--- src/rtl/ram_stream_loader.sv ---
// Packs a 16-bit valid/ready beat stream into 64-bit words and writes them to the
// IO-module dual-read RAM at consecutive addresses from a programmable base.
module ram_stream_loader #(
  parameter int ADDRESS_WIDTH = 13,
  parameter int DATA_WIDTH    = 64,
  parameter int IN_WIDTH      = 16,
  parameter int BEATS         = 4,
  parameter int DEPTH         = 16
) (
  input  logic                           CLK,
  input  logic                           RST,
  input  logic                           start,
  input  logic [ADDRESS_WIDTH-1:0]       base_addr,
  input  logic                           in_valid,
  output logic                           in_ready,
  input  logic [IN_WIDTH-1:0]            in_data,
  input  logic                           in_last,
  output logic                           WR_Enable,
  output logic [ADDRESS_WIDTH-1:0]       address_WR,
  output logic [DATA_WIDTH-1:0]          dataIn,
  output logic                           busy,
  output logic                           done,
  output logic [$clog2(DEPTH+1)-1:0]     word_count,
  output logic                           overflow
);

  localparam int CW = $clog2(DEPTH + 1);
  localparam int BW = (BEATS > 1) ? $clog2(BEATS) : 1;
  localparam logic [CW-1:0] DEPTH_C     = CW'(DEPTH);
  localparam logic [BW-1:0] LAST_BEAT_C = BW'(BEATS - 1);

  typedef enum logic [1:0] {
    S_IDLE,
    S_COLLECT,
    S_WRITE,
    S_FINISH
  } state_t;

  state_t state, state_nxt;

  logic [DATA_WIDTH-1:0]    pack_p0;
  logic [DATA_WIDTH-1:0]    pack_nxt;
  logic [BW-1:0]            beat_idx_p0;
  logic [ADDRESS_WIDTH-1:0] wr_ptr;
  logic                     last_word;
  logic                     xfer;
  logic                     full;
  logic                     closing;

  function automatic logic [CW-1:0] sat_inc(input logic [CW-1:0] v);
    return (v == DEPTH_C) ? v : v + 1'b1;
  endfunction

  assign in_ready = (state == S_COLLECT);
  assign busy     = (state != S_IDLE);
  assign done     = (state == S_FINISH);

  assign xfer    = in_valid && in_ready;
  assign full    = (word_count == DEPTH_C);
  assign closing = xfer && !full && ((beat_idx_p0 == LAST_BEAT_C) || in_last);

  // Word under construction with the current beat inserted; the first beat lands lowest.
  always_comb begin
    pack_nxt = pack_p0;
    pack_nxt[IN_WIDTH*beat_idx_p0 +: IN_WIDTH] = in_data;
  end

  always_comb begin
    state_nxt = state;
    case (state)
      S_IDLE:    if (start) state_nxt = S_COLLECT;
      S_COLLECT: begin
        if (xfer) begin
          if (full) begin
            if (in_last) state_nxt = S_FINISH;
          end else if (closing) begin
            state_nxt = S_WRITE;
          end
        end
      end
      S_WRITE:   state_nxt = last_word ? S_FINISH : S_COLLECT;
      S_FINISH:  state_nxt = S_IDLE;
      default:   state_nxt = S_IDLE;
    endcase
  end

  always_ff @(posedge CLK) begin
    if (!RST) state <= S_IDLE;
    else      state <= state_nxt;
  end

  // Write strobe, address and data are registered on the edge that accepts the
  // closing beat, so they are presented to the RAM during the WRITE cycle.
  always_ff @(posedge CLK) begin
    if (!RST) begin
      WR_Enable   <= 1'b0;
      address_WR  <= '0;
      dataIn      <= '0;
      word_count  <= '0;
      overflow    <= 1'b0;
      pack_p0     <= '0;
      beat_idx_p0 <= '0;
      wr_ptr      <= '0;
      last_word   <= 1'b0;
    end else begin
      WR_Enable <= 1'b0;
      case (state)
        S_IDLE: begin
          if (start) begin
            wr_ptr      <= base_addr;
            word_count  <= '0;
            overflow    <= 1'b0;
            pack_p0     <= '0;
            beat_idx_p0 <= '0;
            last_word   <= 1'b0;
          end
        end
        S_COLLECT: begin
          if (xfer) begin
            if (full) begin
              overflow <= 1'b1;
            end else if (closing) begin
              WR_Enable  <= 1'b1;
              address_WR <= wr_ptr;
              dataIn     <= pack_nxt;
              last_word  <= in_last;
              pack_p0    <= pack_nxt;
            end else begin
              pack_p0     <= pack_nxt;
              beat_idx_p0 <= beat_idx_p0 + 1'b1;
            end
          end
        end
        S_WRITE: begin
          wr_ptr      <= wr_ptr + 1'b1;
          word_count  <= sat_inc(word_count);
          pack_p0     <= '0;
          beat_idx_p0 <= '0;
        end
        default: ;
      endcase
    end
  end

endmodule
--- config.mk ---
export PLATFORM = sky130hd
export DESIGN_NAME = ram_stream_loader
export DESIGN_NICKNAME = d
export VERILOG_FILES = /design/src/rtl/ram_stream_loader.sv
export SDC_FILE = /design/constraint.sdc
export NUM_CORES = 1
export LEC_CHECK = 0
export ABC_AREA = 1
export CAP_MARGIN = 10
export CORE_MARGIN = 4
export CORE_UTILIZATION = 60
export CTS_BUF_LIST = sky130_fd_sc_hd__clkbuf_4 sky130_fd_sc_hd__clkbuf_8
export DETAILED_ROUTE_END_ITERATION = 8
export PLACE_DENSITY = 0.88
export RECOVER_POWER = 25
export SLEW_MARGIN = 20
export SYNTH_ARGS = -nofsm -noshare
export SYNTH_HDL_FRONTEND = slang
export SYNTH_SLANG_ARGS = --single-unit
export TNS_END_PERCENT = 20
--- constraint.sdc ---
create_clock -name CLK -period 4.45 [get_ports CLK]
set_input_delay 0.6675 -clock CLK [delete_from_list [all_inputs] [get_ports CLK]]
set_output_delay 0.6675 -clock CLK [all_outputs]
set_load 0.02 [all_outputs]
==> key figures, run 1 <==
Synth
  – Most used DFF post-synth: dfxtp_1
  – Netlist cell types: 29
  – Synth Register Bits: 166
  – Post-synth EDFFs: 0
  – Synth Instances: 1,044
  – Synth Cell Area: 0.00758 mm2
  – Post-Syn Nets: 1,086
  – Async SR Flop Fraction: 0
  – Sequential fraction of the synthesis area: 0.439
  – Synthesis Warnings: 0
  – Avg Inst Size Synth: 7.26 um2

STA
  – Min Tclk post-route: 3.19 ns
  – Setup TNS: 0 ns
  – RSZ-0062 raised after global routing: no
  – Final setup violation count: 0
  – Max-slew violations: 85
  – WHS: 0.459 ns
  – Worst slew pin tran: 1.61 ns
  – Max_slew headroom: -0.0709
  – Clock skew: 0.00983 ns
  – Final hold vios: 0
  – Max Clk Rate: 0.313 GHz
  – Tcrit/Tclk final: 0.717

Status
  – Failing checks: capacitance limit, slew limit
  – Status: finished, violations left

Route
  – Final ANT Viol Nets: 0
  – Drt first pass iters: 6
  – Vias: 7,378
  – WL final: 20,000 um
  – 1st-iter DRT viols: 817
  – Wire length per cell: 15.4 um
  – DR DRC count: 0
  – Vias per cell: 5.68

CTS
  – CTS Root Buffer Type: clkbuf_8
  – Post-CTS Setup Inserts: 0
  – Clock-pin slew on the worst setup and hold paths: 0.08 ns
  – CTS buffer count: 17
  – Post-CTS Hold Buffers: 0
  – Max Root-Sink Buffers: 2
  – Sink Count: 166
  – CTS tree: built
  – Post-CTS sizing: 0
  – H-tree levels: 4
  – Worst skew pair latency: 0.47 ns

Finish
  – Synth-to-Final Area Change: 20.8%
  – Share of cells above drive strength 1: 0.0936
  – Final nets: 1,161
  – Layout Cells excl Fill: 1,300
  – # diodes: 0

Pwr
  – Power, Total: 3.16 mW
  – Worst VDD drop: 0.220 mV
  – Pleak: 3.17 nW
  – Pwr Density: 345 mW/mm2

Place
  – PortBufs: 120
  – GPL Wtd Cong: 0.891
  – Total placed cells including tap cells: 1,268
  – Post-DP HPWL: 13,200 um

Worst setup path
  – Crit-path cells: clkdlybuf4s50_1, clkinvlp_4, buf_12, a21oi_1
  – Worst Setup Start Kind: input pin
  – Crit path capture type: register
  – CP max stage delay: 1.28 ns
  – CP Data Required Time: 4.84 ns
  – Worst EP arrival: 3.58 ns
  – CP Class: in -> reg
  – R2r startpoint: beat_idx_p0[0]$_SDFFE_PN0P_
  – Critical path's slowest cell: clkinvlp_4
  – Critical path fanouts, max: 85
  – Worst Setup SP: RST

Die
  – Die area: 0.0145 mm2
  – IO Pins: 121
  – Core Area: 0.0122 mm2
  – Horiz. Die Dim: 120 um
  – Starting Density: 0.623
  – Die Span Y: 120 um
  – Cell Rows: 40

Global route
  – Total Routing Usage GR: 0.277
  – First-pass GRT wire length: 32,700 um
  – Number of global-route vias before repair: 6,804
  – GRT overflow: 0
  – Initial antenna violation count: 0
  – Pin count of the biggest net entering global routing: 86

Min path
  – Hold_sp: address_WR[6]$_SDFFE_PN0P_
  – Worst min-delay path class: reg -> reg

Run
  – Total of max-cap violations: 1
[layer usage]
layer | share of wire | vias up | GRT usage | wire, um
met5 | 0 | - | 0 | 0
met4 | 0.030 | 0 | 0.119 | 595
met3 | 0.077 | 49 | 0.0641 | 1540
met2 | 0.44 | 295 | 0.405 | 8750
met1 | 0.46 | 3454 | 0.392 | 9100
li1 | - | 3580 | - | -
[Yosys cell counts, drive strengths merged (2+ instances only)]
library cell,instances,area [um2]
nand3,98,490
a31oi,2,12.5
nand2,305,1150
dfxtp,166,3320
clkbuf,38,143
inv,100,378
o22ai,51,319
nor3,2,21.3
a211oi,5,37.5
buf,31,203
or2,2,12.5
ha,8,100
o21ai,32,160
nand4,7,43.8
a21oi,159,1000
nor2,36,169
[critical path: cells and delay by family]
family,cells,cell delay (ns)
buf+inv,3,2.67
compound gates,1,0.17
[sequential cells by signal (all words and copies together) (netlist names)]
signal / count
WR_Enable: 1
address_WR: 13
last_word: 1
wr_ptr: 13
state: 2
dataIn: 64
beat_idx_p0: 2
overflow: 1
word_count: 5
pack_p0: 64
[layout by cell type (no fill, tap or decap), types with 7 or more instances in the layout]
| cell type | count |
|---|---|
| nand3_1 | 98 |
| dlygate4sd3_1 | 62 |
| clkdlybuf4s50_1 | 58 |
| clkbuf_8 | 19 |
| inv_1 | 94 |
| a21oi_2 | 55 |
| nor2_1 | 32 |
| a21oi_1 | 104 |
| o22ai_1 | 51 |
| nand4_1 | 7 |
| o21ai_0 | 32 |
| nand2_1 | 304 |
| ha_1 | 8 |
| dfxtp_1 | 166 |
[where the power goes]
part / leakage (nW) / switching, mW / internal, mW
Clock: 0.241 / 0.525 / 0.711
Combinational: 1.59 / 0.262 / 0.110
Sequential: 1.34 / 0.0348 / 1.51
Total: 3.17 / 0.822 / 2.34
[path summary, 6_finish.rpt]
kind	endpoint	slack (ns)	cells after the start
hold reg to reg	address_WR[6]$_SDFFE_PN0P_	0.46	2
setup / recovery	dataIn[10]$_SDFFE_PN0P_	1.26	4
hold / removal	address_WR[6]$_SDFFE_PN0P_	0.46	2
setup reg to reg	dataIn[14]$_SDFFE_PN0P_	1.55	6
[final cells by class]
class / count / area, um2
clock buffer: 22 / 284
clock inverter: 10 / 175
fill: 951 / 3010
inverter: 100 / 382
multi-input combinational: 709 / 3530
sequential: 166 / 3320
tap: 168 / 210
timing repair buffer: 125 / 1250
[per-stage QoR]
stage / worst slack (ns) / utilization / instance area (um2)
2_1_floorplan: 2.56 / - / 7580
3_3_place_gp: 1.59 / 0.715 / 8700
3_5_place_dp: 1.51 / 0.715 / 8700
4_1_cts: 1.55 / 0.753 / 9160
5_1_grt: 1.07 / 0.753 / 9160
6_report: 1.26 / 0.753 / 9160
[logic make-up after synthesis]
| kind of cell | after synthesis | share of synthesized area |
|---|---|---|
| flops | 166 | 0.439 |
| buf+inv | 169 | 0.0954 |
| compound gates | 250 | 0.203 |
| simple gates | 451 | 0.250 |
| fa+ha+maj | 8 | 0.0132 |
Note: power is estimated with default switching activity, not from simulation.
==> run 2: changes to the inputs <==
CORE_UTILIZATION = 56   (was 60)
PLACE_DENSITY = 0.83   (was 0.88)
clock period = 3.05 ns   (was 4.45 ns; I/O delays follow)
==> key figures, run 2 (synthesis results as in run 1) <==
Status
  – Status: complete, no violations

Finish
  – Most frequent cells in the layout: 304 x nand2_1, 166 x dfxtp_1, 104 x a21oi_1
  – Number of fill cells: 1,115
  – Most common cell after layout, fill and taps aside: nand2_1
  – Synth-to-Final Area Change: 21.0%
  – Top flop regs: dataIn x64, pack_p0 x64
  – Final nets: 1,171
  – Multi-input gate area: 0.00353 mm2
  – Share of cells above drive strength 1: 0.0991
  – Register area: 0.00332 mm2

CTS
  – Max Root-Sink Buffers: 2
  – CTS tree: built
  – Post-CTS Hold Buffers: 0
  – H-tree levels: 4
  – Sink Count: 166
  – Post-CTS sizing: 0
  – Worst skew pair latency: 0.46 ns
  – CTS Root Buffer Type: clkbuf_8
  – CTS buffer count: 17
  – Clock-pin slew on the worst setup and hold paths: 0.08 ns
  – Post-CTS Setup Inserts: 0

Worst setup path
  – CP Data Required Time: 3.44 ns
  – Critical path fanouts, max: 58
  – Worst Setup Start Kind: input pin
  – Critical path's slowest cell: clkinvlp_4
  – CP max stage delay: 1.10 ns
  – CP top delay family: buffers and inverters
  – Worst Setup SP: RST
  – Worst Path Buf+Inv: 3
  – R2r startpoint: state[1]$_SDFFE_PN0P_
  – Crit-path cells: clkdlybuf4s50_1, clkinvlp_4, buf_12, a21oi_1
  – Crit path capture type: register
  – CP Class: in -> reg
  – Worst EP arrival: 3.08 ns

Pwr
  – Sw Share: 0.280
  – Clock share of power: 0.332
  – Int Pwr: 3.04 mW
  – Pwr Density: 461 mW/mm2
  – Sequential share of power: 0.533
  – Worst VDD drop: 0.280 mV
  – Pleak: 3.15 nW
  – Logic pwr share: 0.135
  – Power, Total: 4.23 mW
  – P_sw: 1.18 mW

STA
  – Max-slew violations: 0
  – Final setup violation count: 0
  – Worst slew pin tran: 1.23 ns
  – Min Tclk post-route: 2.69 ns
  – Clock skew: 0.0109 ns
  – Max_slew headroom: 0.180
  – RSZ-0062 raised after global routing: no
  – Crit path setup slack, layout: 0.356 ns
  – Final hold vios: 0
  – Tcrit/Tclk final: 0.883
  – Max Clk Rate: 0.371 GHz
  – Setup TNS: 0 ns

Route
  – Vias: 7,433
  – Vias per cell: 5.64
  – Final ANT Viol Nets: 0
  – Drt first pass iters: 5
  – 1st-iter DRT viols: 864
  – WL final: 20,200 um
  – DR DRC count: 0
  – Wire length per cell: 15.3 um

Global route
  – Pin count of the biggest net entering global routing: 80
  – Grt met3 use: 0.0497
  – First-pass GRT wire length: 33,100 um
  – Number of global-route vias before repair: 6,761
  – Global Route met1 Usage: 0.365
  – Total Routing Usage GR: 0.254
  – Busiest grt layer: met2
  – GR Util met2: 0.380
  – GRT overflow: 0
  – Initial antenna violation count: 0

Die
  – Die Span Y: 124 um
  – Core Area: 0.0132 mm2
  – IO Pins: 121
  – Die area: 0.0155 mm2
  – Horiz. Die Dim: 124 um
  – Starting Density: 0.572
  – Cell Rows: 42

Place
  – DP Worst Slack: 0.594 ns
  – Post-DP HPWL: 13,600 um
  – GPL Wtd Cong: 0.892
  – PortBufs: 120

Min path
  – Hold_sp: address_WR[3]$_SDFFE_PN0P_
  – Worst min-delay path class: reg -> reg

Run
  – Total of max-cap violations: 0
==> run 2: final cells by class <==
class                           instances  share of cell area
Antenna cell                            1            0.000273
Clock buffer                           25              0.0341
Clock inverter                          5             0.00273
Inverter                              100              0.0416
Multi-Input combinational cell        709               0.385
Sequential cell                       166               0.362
Tap cell                              176              0.0240
Timing Repair Buffer                  135               0.150
==> run 2: through the flow <==
stage	instances	util	hold slack, ns	instance area [um2]
floorplan	1044	-	0.439	7580
finish	1317	0.692	0.458	9170
global route	1316	0.692	0.478	9170
CTS	1316	0.693	0.466	9170
detailed placement	1286	0.667	0.454	8830
global placement	1286	0.667	0.447	8830
==> run 2: worst register-to-register path, delay by kind of cell (launching register included) <==
| family | cells | cell delay, ns |
|---|---|---|
| flops | 1 | 0.38 |
| buf+inv | 2 | 0.94 |
| simple gates | 4 | 1.06 |
| compound gates | 1 | 0.11 |
==> run 2: worst paths after layout <==
kind | to | slack, ns | depth (start not counted)
max | dataIn[36]$_SDFFE_PN0P_ | 0.36 | 4
min | address_WR[3]$_SDFFE_PN0P_ | 0.46 | 2
max reg2reg | wr_ptr[12]$_SDFFE_PN0P_ | 0.49 | 7
min reg2reg | address_WR[3]$_SDFFE_PN0P_ | 0.46 | 2
==> run 2: power by group through the flow <==
stage | clock network (mW) | registers, mW | logic, mW
finish | 1.40 | 2.25 | 0.572
CTS | 1.41 | 2.25 | 0.566
detailed placement | 0 | 2.30 | 0.564
floorplan | 0 | 2.31 | 0.378
global placement | 0 | 2.30 | 0.561
global route | 1.49 | 2.26 | 0.625
==> run 2: routing by layer <==
layer	part of all wire	wire, um
met2	0.44	8930
met5	0	0
met1	0.46	9270
met4	0.022	445
met3	0.076	1540
==> run 3: changes to the inputs <==
ABC_CLOCK_PERIOD_IN_PS = 3050   (was not set)
GPL_TIMING_DRIVEN = 0   (was not set)
==> key figures, run 3 (synthesis results as in run 1) <==
Status
  – Status: complete, no violations

Worst setup path
  – CP Data Required Time: 2.59 ns
  – Crit path capture type: output pin
  – Worst EP arrival: 2.23 ns
  – Worst Setup Start Kind: register
  – Critical path fanouts, max: 10
  – CP Class: reg -> out

Global route
  – Pin count of the biggest net entering global routing: 17
  – Initial antenna violation count: 0
  – First-pass GRT wire length: 34,900 um
  – Total Routing Usage GR: 0.276
  – Number of global-route vias before repair: 6,883
  – GRT overflow: 0

Route
  – Vias: 7,600
  – Final ANT Viol Nets: 0
  – WL final: 21,900 um
  – Wire length per cell: 15.9 um
  – Vias per cell: 5.54
  – 1st-iter DRT viols: 914
  – DR DRC count: 0
  – Drt first pass iters: 6

Finish
  – Final nets: 1,225
  – Util after Layout: 0.708
  – # diodes: 0
  – Finished Cell Area: 0.00937 mm2
  – Most common cell after layout, fill and taps aside: nand2_1
  – Synth-to-Final Area Change: 23.7%
  – Top flop regs: dataIn x64, pack_p0 x64
  – Most frequent cells in the layout: 304 x nand2_1, 166 x dfxtp_1, 104 x a21oi_1
  – Share of cells above drive strength 1: 0.104

Die
  – Cell Rows: 42
  – IO Pins: 121
  – Die Span Y: 124 um
  – Horiz. Die Dim: 124 um
  – Core Area: 0.0132 mm2
  – Starting Density: 0.572
  – Die area: 0.0155 mm2

Pwr
  – Pleak: 3.22 nW
  – Worst VDD drop: 0.301 mV
  – Pwr Density: 472 mW/mm2

STA
  – RSZ-0062 raised after global routing: no
  – Max-slew violations: 0
  – Tcrit/Tclk final: 0.881
  – Final hold vios: 0
  – Min Tclk post-route: 2.69 ns
  – Max_slew headroom: 0.468
  – Setup TNS: 0 ns
  – Worst slew pin tran: 0.798 ns
  – Clock skew: 0.0103 ns
  – Max Clk Rate: 0.372 GHz
  – Final setup violation count: 0
  – Crit path setup slack, layout: 0.363 ns

CTS
  – Worst skew pair latency: 0.47 ns
  – CTS Root Buffer Type: clkbuf_8
  – Max Root-Sink Buffers: 2
  – Post-CTS sizing: 0
  – H-tree levels: 4
  – CTS tree: built
  – Post-CTS Hold Buffers: 0
  – Clock-pin slew on the worst setup and hold paths: 0.09 ns
  – CTS buffer count: 17
  – Post-CTS Setup Inserts: 0
  – Sink Count: 166

Place
  – PortBufs: 120
  – GPL Wtd Cong: 0.972
  – Post-DP HPWL: 16,100 um
  – Dpl cell area: 0.00900 mm2
  – DP Worst Slack: 0.426 ns

Min path
  – Worst min-delay path class: reg -> reg

Run
  – Total of max-cap violations: 0
run 3: cell count changes in the layout (fill, tap and decap cells not counted), moves of 5 or more:
cell      before  now
buf_2          0   15
buf_6          0    6
buf_4          9    3
clkbuf_1       1   42
clkbuf_4       5    0
buf_12         5    0
run 3: cell type report:
| class | count | area (um2) |
|---|---|---|
| clock buffers | 19 | 262 |
| inverters | 100 | 378 |
| repair buffers | 120 | 1200 |
| fillers | 1131 | 3870 |
| plain buffers | 69 | 334 |
| multi-input cells | 709 | 3530 |
| clock inverters | 13 | 124 |
| flip-flops and latches | 166 | 3320 |
| well taps | 176 | 220 |
run 3: report_power, final:
part	internal, mW	switching [mW]	total [mW]
Combinational	0.195	0.426	0.621
Clock	0.697	0.851	1.55
Sequential	2.21	0.0424	2.25
Total	3.10	1.32	4.42
run 3: critical path, cell delays in order, from the launching register on:
cell and delay (ns):
dfxtp_1 0.32, clkbuf_1 0.47, inv_1 0.20, nand2_1 0.15, clkdlybuf4s50_1 0.62
run 3: routing by layer:
metal / global-route usage / vias up / wire length [um]
met5: 0 / - / 0
met4: 0.117 / 0 / 715
met3: 0.0472 / 64 / 2010
met2: 0.412 / 421 / 9420
met1: 0.395 / 3409 / 9710
li1: - / 3706 / -
run 3: path summary, 6_finish.rpt:
kind / slack [ns] / to / depth (start not counted) / from
worst max-delay path: 0.36 / busy / 4 / state[1]$_SDFFE_PN0P_
worst min-delay path: 0.46 / address_WR[9]$_SDFFE_PN0P_ / 2 / address_WR[9]$_SDFFE_PN0P_
worst max register to register: 0.62 / dataIn[50]$_SDFFE_PN0P_ / 9 / beat_idx_p0[0]$_SDFFE_PN0P_
worst min register to register: 0.46 / address_WR[9]$_SDFFE_PN0P_ / 2 / address_WR[9]$_SDFFE_PN0P_
run 3: stage by stage:
step	total power, mW	instances	hold slack [ns]
6_report	4.42	1372	0.459
5_1_grt	4.57	1372	0.477
4_1_cts	4.41	1372	0.465
3_5_place_dp	2.91	1340	0.452
3_3_place_gp	2.90	1340	0.445
2_1_floorplan	2.68	1044	0.439
